$ cat src/rtl/foo_link_responder.sv
// Responder end of the foo single-outstanding request/response link.
// Serves reads/writes to a local DEPTH-word register array after a fixed LATENCY wait.
module foo_link_responder #(
    parameter int ADDR_W  = 4,
    parameter int DATA_W  = 32,
    parameter int DEPTH   = 12,
    parameter int LATENCY = 2
) (
    input  logic              clk,
    input  logic              rst,
    input  logic              req_valid,
    output logic              req_ready,
    input  logic              req_write,
    input  logic [ADDR_W-1:0] req_addr,
    input  logic [DATA_W-1:0] req_wdata,
    output logic              rsp_valid,
    input  logic              rsp_ready,
    output logic [DATA_W-1:0] rsp_rdata,
    output logic              rsp_err,
    output logic              busy
);

    localparam int                CNT_W    = $clog2(LATENCY + 1);
    localparam logic [CNT_W-1:0]  CNT_LOAD = CNT_W'(LATENCY - 1);
    localparam logic [ADDR_W:0]   DEPTH_W  = (ADDR_W + 1)'(DEPTH);
    localparam bit                SHORT    = (LATENCY == 1);

    typedef enum logic [1:0] {
        IDLE = 2'd0,
        WAIT = 2'd1,
        RESP = 2'd2
    } state_t;

    state_t              r_state;
    state_t              w_next_state;
    logic                r_write;
    logic [ADDR_W-1:0]   r_addr;
    logic [DATA_W-1:0]   r_wdata;
    logic [CNT_W-1:0]    r_wcnt;
    logic [DATA_W-1:0]   r_mem [DEPTH];
    logic [DATA_W-1:0]   r_rdata;
    logic                r_err;

    logic                w_accept;
    logic                w_rsp_done;
    logic                w_enter_resp;
    logic                w_op_write;
    logic [ADDR_W-1:0]   w_op_addr;
    logic [DATA_W-1:0]   w_op_wdata;
    logic                w_op_err;
    logic [DATA_W-1:0]   w_mem_rd;

    // Handshakes: a transfer happens on a rising edge where valid and ready are both 1.
    // req_ready is 1 only in IDLE; rsp_valid is 1 only in RESP, so the two never overlap.
    always_comb begin
        w_next_state = r_state;
        w_accept     = 1'b0;
        w_rsp_done   = 1'b0;
        w_enter_resp = 1'b0;
        case (r_state)
            IDLE: begin
                if (req_valid) begin
                    w_accept = 1'b1;
                    if (SHORT) begin
                        w_next_state = RESP;
                        w_enter_resp = 1'b1;
                    end else begin
                        w_next_state = WAIT;
                    end
                end
            end
            WAIT: begin
                if (r_wcnt == CNT_W'(1)) begin
                    w_next_state = RESP;
                    w_enter_resp = 1'b1;
                end
            end
            RESP: begin
                if (rsp_ready) begin
                    w_rsp_done   = 1'b1;
                    w_next_state = IDLE;
                end
            end
            default: w_next_state = IDLE;
        endcase
    end

    // With LATENCY==1 the RESP entry edge is the accept edge, so the live request is used.
    always_comb begin
        w_op_write = (r_state == IDLE) ? req_write : r_write;
        w_op_addr  = (r_state == IDLE) ? req_addr  : r_addr;
        w_op_wdata = (r_state == IDLE) ? req_wdata : r_wdata;
        w_op_err   = ({1'b0, w_op_addr} >= DEPTH_W);
        w_mem_rd   = '0;
        for (int i = 0; i < DEPTH; i++) begin
            if (w_op_addr == ADDR_W'(i)) begin
                w_mem_rd = r_mem[i];
            end
        end
    end

    always_ff @(posedge clk or posedge rst) begin
        if (rst) begin
            r_state <= IDLE;
            r_write <= 1'b0;
            r_addr  <= '0;
            r_wdata <= '0;
            r_wcnt  <= '0;
            r_rdata <= '0;
            r_err   <= 1'b0;
            for (int i = 0; i < DEPTH; i++) begin
                r_mem[i] <= '0;
            end
        end else begin
            r_state <= w_next_state;
            if (w_accept) begin
                r_write <= req_write;
                r_addr  <= req_addr;
                r_wdata <= req_wdata;
                r_wcnt  <= CNT_LOAD;
            end else if (r_state == WAIT) begin
                r_wcnt <= r_wcnt - CNT_W'(1);
            end
            if (w_enter_resp) begin
                r_err   <= w_op_err;
                r_rdata <= (w_op_write || w_op_err) ? '0 : w_mem_rd;
            end else if (w_rsp_done) begin
                r_err   <= 1'b0;
                r_rdata <= '0;
            end
            for (int i = 0; i < DEPTH; i++) begin
                if (w_enter_resp && w_op_write && !w_op_err && (w_op_addr == ADDR_W'(i))) begin
                    r_mem[i] <= w_op_wdata;
                end
            end
        end
    end

    assign req_ready = (r_state == IDLE);
    assign rsp_valid = (r_state == RESP);
    assign busy      = (r_state != IDLE);
    assign rsp_rdata = r_rdata;
    assign rsp_err   = r_err;

endmodule

$ cat config.mk
export PLATFORM = sky130hd
export DESIGN_NAME = foo_link_responder
export DESIGN_NICKNAME = d
export VERILOG_FILES = /design/src/rtl/foo_link_responder.sv
export SDC_FILE = /design/constraint.sdc
export NUM_CORES = 1
export LEC_CHECK = 0
export BUFFER_PORTS_ARGS = -buffer_cell sky130_fd_sc_hd__buf_2
export CORE_MARGIN = 4
export CORE_UTILIZATION = 45
export DETAILED_ROUTE_END_ITERATION = 16
export GPL_ROUTABILITY_DRIVEN = 0
export PLACE_DENSITY = 0.62
export SETUP_SLACK_MARGIN = 0.1
export SLEW_MARGIN = 25
export SYNTH_ARGS = -nofsm -noshare
export SYNTH_HDL_FRONTEND = slang
export SYNTH_SLANG_ARGS = --single-unit
$ cat constraint.sdc
create_clock -name clk -period 16.35 [get_ports clk]
set_input_delay 2.4525 -clock clk [delete_from_list [all_inputs] [get_ports clk]]
set_output_delay 2.4525 -clock clk [all_outputs]
set_load 0.05 [all_outputs]
==> impl_metrics.py, run 1 <==
metrics = {
    "outcome": {
        "outcome": "completed",
    },
    "cells_and_area": {
        "seqCellArea_mm2": 0.0115,
        "antenna_cells": 0,
        "stdcell_area_mm2": 0.0229,
        "nets": 2136,
        "multiInputGateArea_mm2": 0.00825,
        "fin_cells": 2721,
        "drive_gt1_frac": 0.136,
        "nFillCells": 4109,
        "area_growth_pct": 12.2,
    },
    "clocking": {
        "cts-htree-levels": 2,
        "cts_sinks": 458,
        "cts-root-buf": "clkbuf_16",
        "cts_tree": "done",
        "cts_buffers": 49,
        "clockBufferDepth": 3,
        "post_cts_buffers": 0,
        "holdBufCountCts": 0,
        "cts_resized": 0,
        "clkTransAtPathRegs_ps": 60,
        "clk_latency_ps": 590,
    },
    "timing": {
        "fin_skew_ps": 11.9,
        "slew_violations": 0,
        "max_freq_mhz": 184,
        "rsz0062_at_grt": "no",
        "hold_violations": 0,
        "worstMarginPinSlew_ps": 1130,
        "tns_ps": 0,
        "fin_crit_sh": 0.332,
        "period_minus_slack_ps": 5430,
        "timing.hold.ws_ps": 477,
        "slew-limit-headroom": 0.245,
        "setup_viol": 0,
    },
    "route": {
        "drc": 0,
        "wl_um": 61400,
        "dr_wl_met2_um": 27200,
        "drtPass1Iterations": 5,
        "antenna_left": 0,
        "wl_met3_um": 4490,
        "detail_route.vias_per_cell": 5.93,
        "top_layer": "met4",
        "wl_per_cell_um": 22.6,
        "wl_met1_um": 27600,
        "vias": 16100,
        "drt_iter0_markers": 1426,
    },
    "critical_path": {
        "reg2reg_from": "r_state[0]",
        "start_kind": "flop",
        "slowest_delay_ps": 790,
        "cp.required_ps": 13900,
        "end_kind": "output port",
        "crit_chain": "or2_1, inv_4, buf_2",
        "critPathMaxFanout": 50,
        "crit_type": "flop to output port",
        "path_buf_inv": 2,
        "cp_slowest_cell": "inv_4",
        "reg2reg_slack_ps": 11780,
        "startpoint": "r_state[0]",
        "cp.arrival_ps": 2980,
        "cp_top_family": "buffers and inverters",
    },
    "pwr": {
        "p_per_area_mw_per_mm2": 197,
        "vdd_ir_drop_max_mv": 0.132,
        "p_leak_nw": 10.1,
        "total_power_mw": 4.49,
    },
    "logic_synthesis": {
        "avgSynthCellArea_um2": 9.69,
        "ys_top_cells_by_area": "dfrtp_1, o21ai_0, nand2_1, a21oi_1, nor2_1",
        "synthCells": 2103,
        "synth_flop_cell": "dfrtp_1",
        "yosysWarnings": 0,
        "synth_top_area_frac": 0.562,
        "syn-num-nets": 2145,
        "yosysSeqAreaShare": 0.562,
        "ys_ff_latch": 458,
        "synthArstFlopShare": 1.00,
        "synth-edff-count": 0,
        "syn_area_mm2": 0.0204,
        "yosys.area.top_type": "dfrtp_1",
        "synth.distinct_cells": 71,
    },
    "placement": {
        "port_buffers": 76,
        "place_inst": 2634,
        "post-dp-hpwl_um": 37100,
        "place_area_mm2": 0.0212,
    },
    "global_route": {
        "antenna_found_initial": 0,
        "grt-ovfl-total": 0,
        "grt_use_total": 0.250,
        "grt_pass1_wl_um": 96100,
        "grt_max_degree": 187,
        "grt_pass1_vias": 15900,
    },
    "floorplanning": {
        "die-area_mm2": 0.0488,
        "core_area_mm2": 0.0445,
        "die_h_um": 221,
        "die_x_um": 221,
        "io_pins": 77,
        "start_util": 0.458,
        "rows": 77,
    },
    "run": {
        "max-cap-violations": 0,
    },
    "hold_path": {
        "hp-class": "flop to flop",
        "min-delay-start": "r_mem[306]",
    },
}
## report_power, final
group | switching (mW) | internal, mW | total, mW
Combinational | 1.25 | 0.531 | 1.78
Sequential | 0.193 | 1.44 | 1.63
Clock | 0.449 | 0.633 | 1.08
Total | 1.89 | 2.60 | 4.49
## logic make-up (layout without fill, tap and decap cells)
logic type               after synthesis  count (layout)  share of synthesized area
AO/OA/AOI/OAI                        739             739                      0.215
adder cells (fa/ha/maj)                1               1                   0.000614
buffers and inverters                197             223                     0.0418
flip-flops                           458             458                      0.562
multiplexers                          99              99                     0.0522
AND/OR/NAND/NOR                      609             609                      0.128
## worst min-delay path: stages, from the launching register on
cell	delay (ps)
dfrtp_1	340
nand2_1	40
o21ai_0	60
## registers in the layout, summed over array words and instances, names as in the netlist
signal     cells
r_addr         4
r_mem        384
r_state        2
r_wcnt         2
r_wdata       32
r_write        1
rsp_err        1
rsp_rdata     32
## metal layers
metal  GRT usage  up-vias
li1            -     7430
met5           0        -
met2       0.379      577
met4      0.0880        0
met1       0.362     8018
met3      0.0482      115
## path summary, 6_finish.rpt
check / endpoint / cells after the start
setup / recovery: req_ready / 3
hold / removal: r_mem[306] / 2
setup reg to reg: r_mem[304] / 8
hold reg to reg: r_mem[306] / 2
max in group asynchronous: r_mem[295] / 5
min in group asynchronous: r_wdata[24] / 2
## per-stage QoR
stage / worst slack (ps) / utilization
6_report: 10920 / 0.514
2_1_floorplan: 1130 / -
5_1_grt: 10800 / 0.514
3_5_place_dp: 10640 / 0.477
4_1_cts: 10900 / 0.512
3_3_place_gp: 10710 / 0.476
## cell type report
cell class,instances,area share
Clock inverter,6,0.00159
Clock buffer,80,0.0667
Sequential cell,458,0.501
Timing Repair Buffer,126,0.0347
Tap cell,592,0.0324
Inverter,11,0.00224
Multi-Input combinational cell,1448,0.361
## cells in the final DEF (no fill, tap or decap), types with 5 or more instances in the layout
master and instances:
dfrtp_1 458, nand2_1 317, o21ai_0 313, a21oi_1 167
nor2_1 162, buf_2 76, clkbuf_16 51, buf_4 47
mux2i_1 41, o22ai_1 41, nor3_1 41, mux2_2 38
o211ai_1 37, o21a_1 23, a22oi_1 23, mux2i_2 18
o21ai_1 18, a32oi_1 18, or3_1 17, a211oi_1 17
nand3b_1 17, clkbuf_1 15, clkbuf_8 14, o221ai_1 11
nand3_1 10, inv_1 9, o22a_1 7, a221oi_1 7
nand2b_1 6, a22o_1 6, a32o_1 5
## synth_stat cells (all sizes together) (7+ instances only)
| cell type | count |
|---|---|
| dfrtp | 458 |
| o21ai | 333 |
| nand2 | 322 |
| a21oi | 169 |
| nor2 | 169 |
| clkbuf | 123 |
| buf | 63 |
| mux2i | 59 |
| nor3 | 42 |
| o22ai | 41 |
| mux2 | 38 |
| o211ai | 37 |
| a22oi | 23 |
| o21a | 23 |
| a32oi | 20 |
| a211oi | 17 |
| nand3b | 17 |
| or3 | 17 |
| nand3 | 14 |
| inv | 11 |
| o221ai | 11 |
| a221oi | 8 |
| o22a | 7 |
(Power assumes the default switching activity.)
==> run 2, diff against run 1 <==
--- a/config.mk
+++ b/config.mk
@@ -10,7 +10,7 @@
 export CORE_UTILIZATION = 45
 export DETAILED_ROUTE_END_ITERATION = 16
 export GPL_ROUTABILITY_DRIVEN = 0
-export PLACE_DENSITY = 0.62
+export PLACE_DENSITY = 0.64
 export SETUP_SLACK_MARGIN = 0.1
 export SLEW_MARGIN = 25
 export SYNTH_ARGS = -nofsm -noshare
==> constraint.sdc (replaced) <==
create_clock -name clk -period 4.4 [get_ports clk]
set_input_delay 0.66 -clock clk [delete_from_list [all_inputs] [get_ports clk]]
set_output_delay 0.66 -clock clk [all_outputs]
set_load 0.05 [all_outputs]
==> run 2 against run 1 <==
Combinational power rose to 3.8 times the previous value; setup slack got worse by 10000 ps; final area rose by 1.3%; critical endpoint is now r_mem[90].
==> impl_metrics.py, run 2 (same netlist as run 1, synthesis figures left out) <==
metrics = {
    "outcome": {
        "outcome": "completed",
    },
    "timing": {
        "rsz0062_at_grt": "no",
        "worstMarginPinSlew_ps": 1080,
        "slew-limit-headroom": 0.277,
        "timing.hold.ws_ps": 221,
        "fin_crit_sh": 0.863,
        "slew_violations": 0,
        "tns_ps": 0,
        "setup_viol": 0,
        "fin_skew_ps": 17.4,
        "max_freq_mhz": 263,
        "hold_violations": 0,
        "period_minus_slack_ps": 3800,
    },
    "global_route": {
        "antenna_found_initial": 0,
        "grt-ovfl-total": 0,
        "grt_use_total": 0.261,
        "grt_max_degree": 136,
        "grt_pass1_wl_um": 99700,
        "grt_pass1_vias": 16200,
    },
    "critical_path": {
        "end_kind": "flop",
        "cp.arrival_ps": 4300,
        "crit_top_cell": "buf_4",
        "critPathMaxFanout": 64,
        "slowest_delay_ps": 730,
        "crit_chain": "or2_1, inv_4, buf_4, o21ai_4, nand2_1, nor2_4, buf_4, nor2_1, a21oi_1",
        "cp_slowest_cell": "dfrtp_1",
        "start_kind": "flop",
        "crit_type": "flop to flop",
        "ff2ff_path_depth": 9,
        "cp.required_ps": 4900,
    },
    "cells_and_area": {
        "fin_util": 0.520,
        "antenna_cells": 0,
        "seqCellArea_mm2": 0.0115,
        "mostFrequentLayoutCell": "dfrtp_1",
        "multiInputGateArea_mm2": 0.00822,
        "nFillCells": 4026,
        "nets": 2166,
        "largest_reg_flops": 384,
        "drive_gt1_frac": 0.146,
        "area_growth_pct": 13.6,
        "largest-register": "r_mem",
        "layout_common_cells": "dfrtp_1, nand2_1, o21ai_0",
        "stdcell_area_mm2": 0.0232,
    },
    "route": {
        "antenna_left": 0,
        "wl_um": 64500,
        "drtPass1Iterations": 8,
        "wl_per_cell_um": 23.4,
        "drt_iter0_markers": 1674,
        "detail_route.vias_per_cell": 6.07,
        "drc": 0,
        "vias": 16700,
    },
    "floorplanning": {
        "core_area_mm2": 0.0445,
        "start_util": 0.458,
        "die-area_mm2": 0.0488,
        "io_pins": 77,
        "rows": 77,
        "die_x_um": 221,
        "die_h_um": 221,
    },
    "placement": {
        "place_area_mm2": 0.0215,
        "port_buffers": 76,
        "post-dp-hpwl_um": 40700,
    },
    "clocking": {
        "cts-root-buf": "clkbuf_16",
        "cts_buffers": 49,
        "post_cts_buffers": 0,
        "cts_sinks": 458,
        "holdBufCountCts": 0,
        "clk_latency_ps": 600,
        "cts-htree-levels": 2,
        "cts_resized": 0,
        "clkTransAtPathRegs_ps": 60,
        "clockBufferDepth": 3,
        "cts_tree": "done",
    },
    "pwr": {
        "vdd_ir_drop_max_mv": 0.400,
        "p_int_mw": 9.83,
        "p_per_area_mw_per_mm2": 735,
        "p_seq_frac": 0.358,
        "total_power_mw": 17.0,
        "power.switching_mw": 7.18,
        "combPwrFrac": 0.401,
        "switching_share": 0.422,
        "p_leak_nw": 10.3,
        "power.clock.fraction": 0.241,
    },
    "run": {
        "max-cap-violations": 0,
    },
    "hold_path": {
        "hp-class": "input pin to async pin",
    },
}
[run 2: power by group through the flow]
stage	clock network, mW	logic [mW]	registers (mW)
final	4.10	6.83	6.09
after global routing	4.32	7.32	6.21
after CTS	4.16	6.67	6.05
after detailed placement	0	6.65	6.11
after global placement	0	6.52	6.07
after floorplan	0	4.05	6.19
[run 2: metal layers]
layer | up-vias | track usage | part of all wire
li1 | 7491 | - | -
met1 | 8213 | 0.389 | 0.43
met2 | 843 | 0.379 | 0.43
met3 | 151 | 0.0448 | 0.095
met4 | 0 | 0.108 | 0.044
met5 | - | 0 | 0
[run 2: worst max-delay path: cells and delay by family, from the launching register on]
family | cells | cell delay, ps
simple gates | 4 | 1220
buf+inv | 3 | 1080
flops | 1 | 730
compound gates | 2 | 650
[run 2: final timing paths]
check	slack [ps]	endpoint	startpoint
max	600	r_mem[90]	r_state[0]
min	220	r_mem[374]	rst
max reg2reg	600	r_mem[90]	r_state[0]
min reg2reg	470	r_mem[114]	r_mem[114]
max in group asynchronous	2970	r_wdata[4]	rst
min in group clk	310	r_wdata[16]	req_wdata[16]
[run 2: area by class of cell]
class | count | area share
repair buffers | 156 | 0.0474
flip-flops and latches | 458 | 0.495
clock buffers | 75 | 0.0628
inverters | 11 | 0.00205
clock inverters | 11 | 0.00584
multi-input cells | 1448 | 0.355
well taps | 592 | 0.0320
[run 2: per-stage QoR]
stage	setup WS [ps]	cells
6_report	603	2751
5_1_grt	330	2751
4_1_cts	698	2751
3_5_place_dp	771	2665
3_3_place_gp	918	2664
2_1_floorplan	-2460	2103
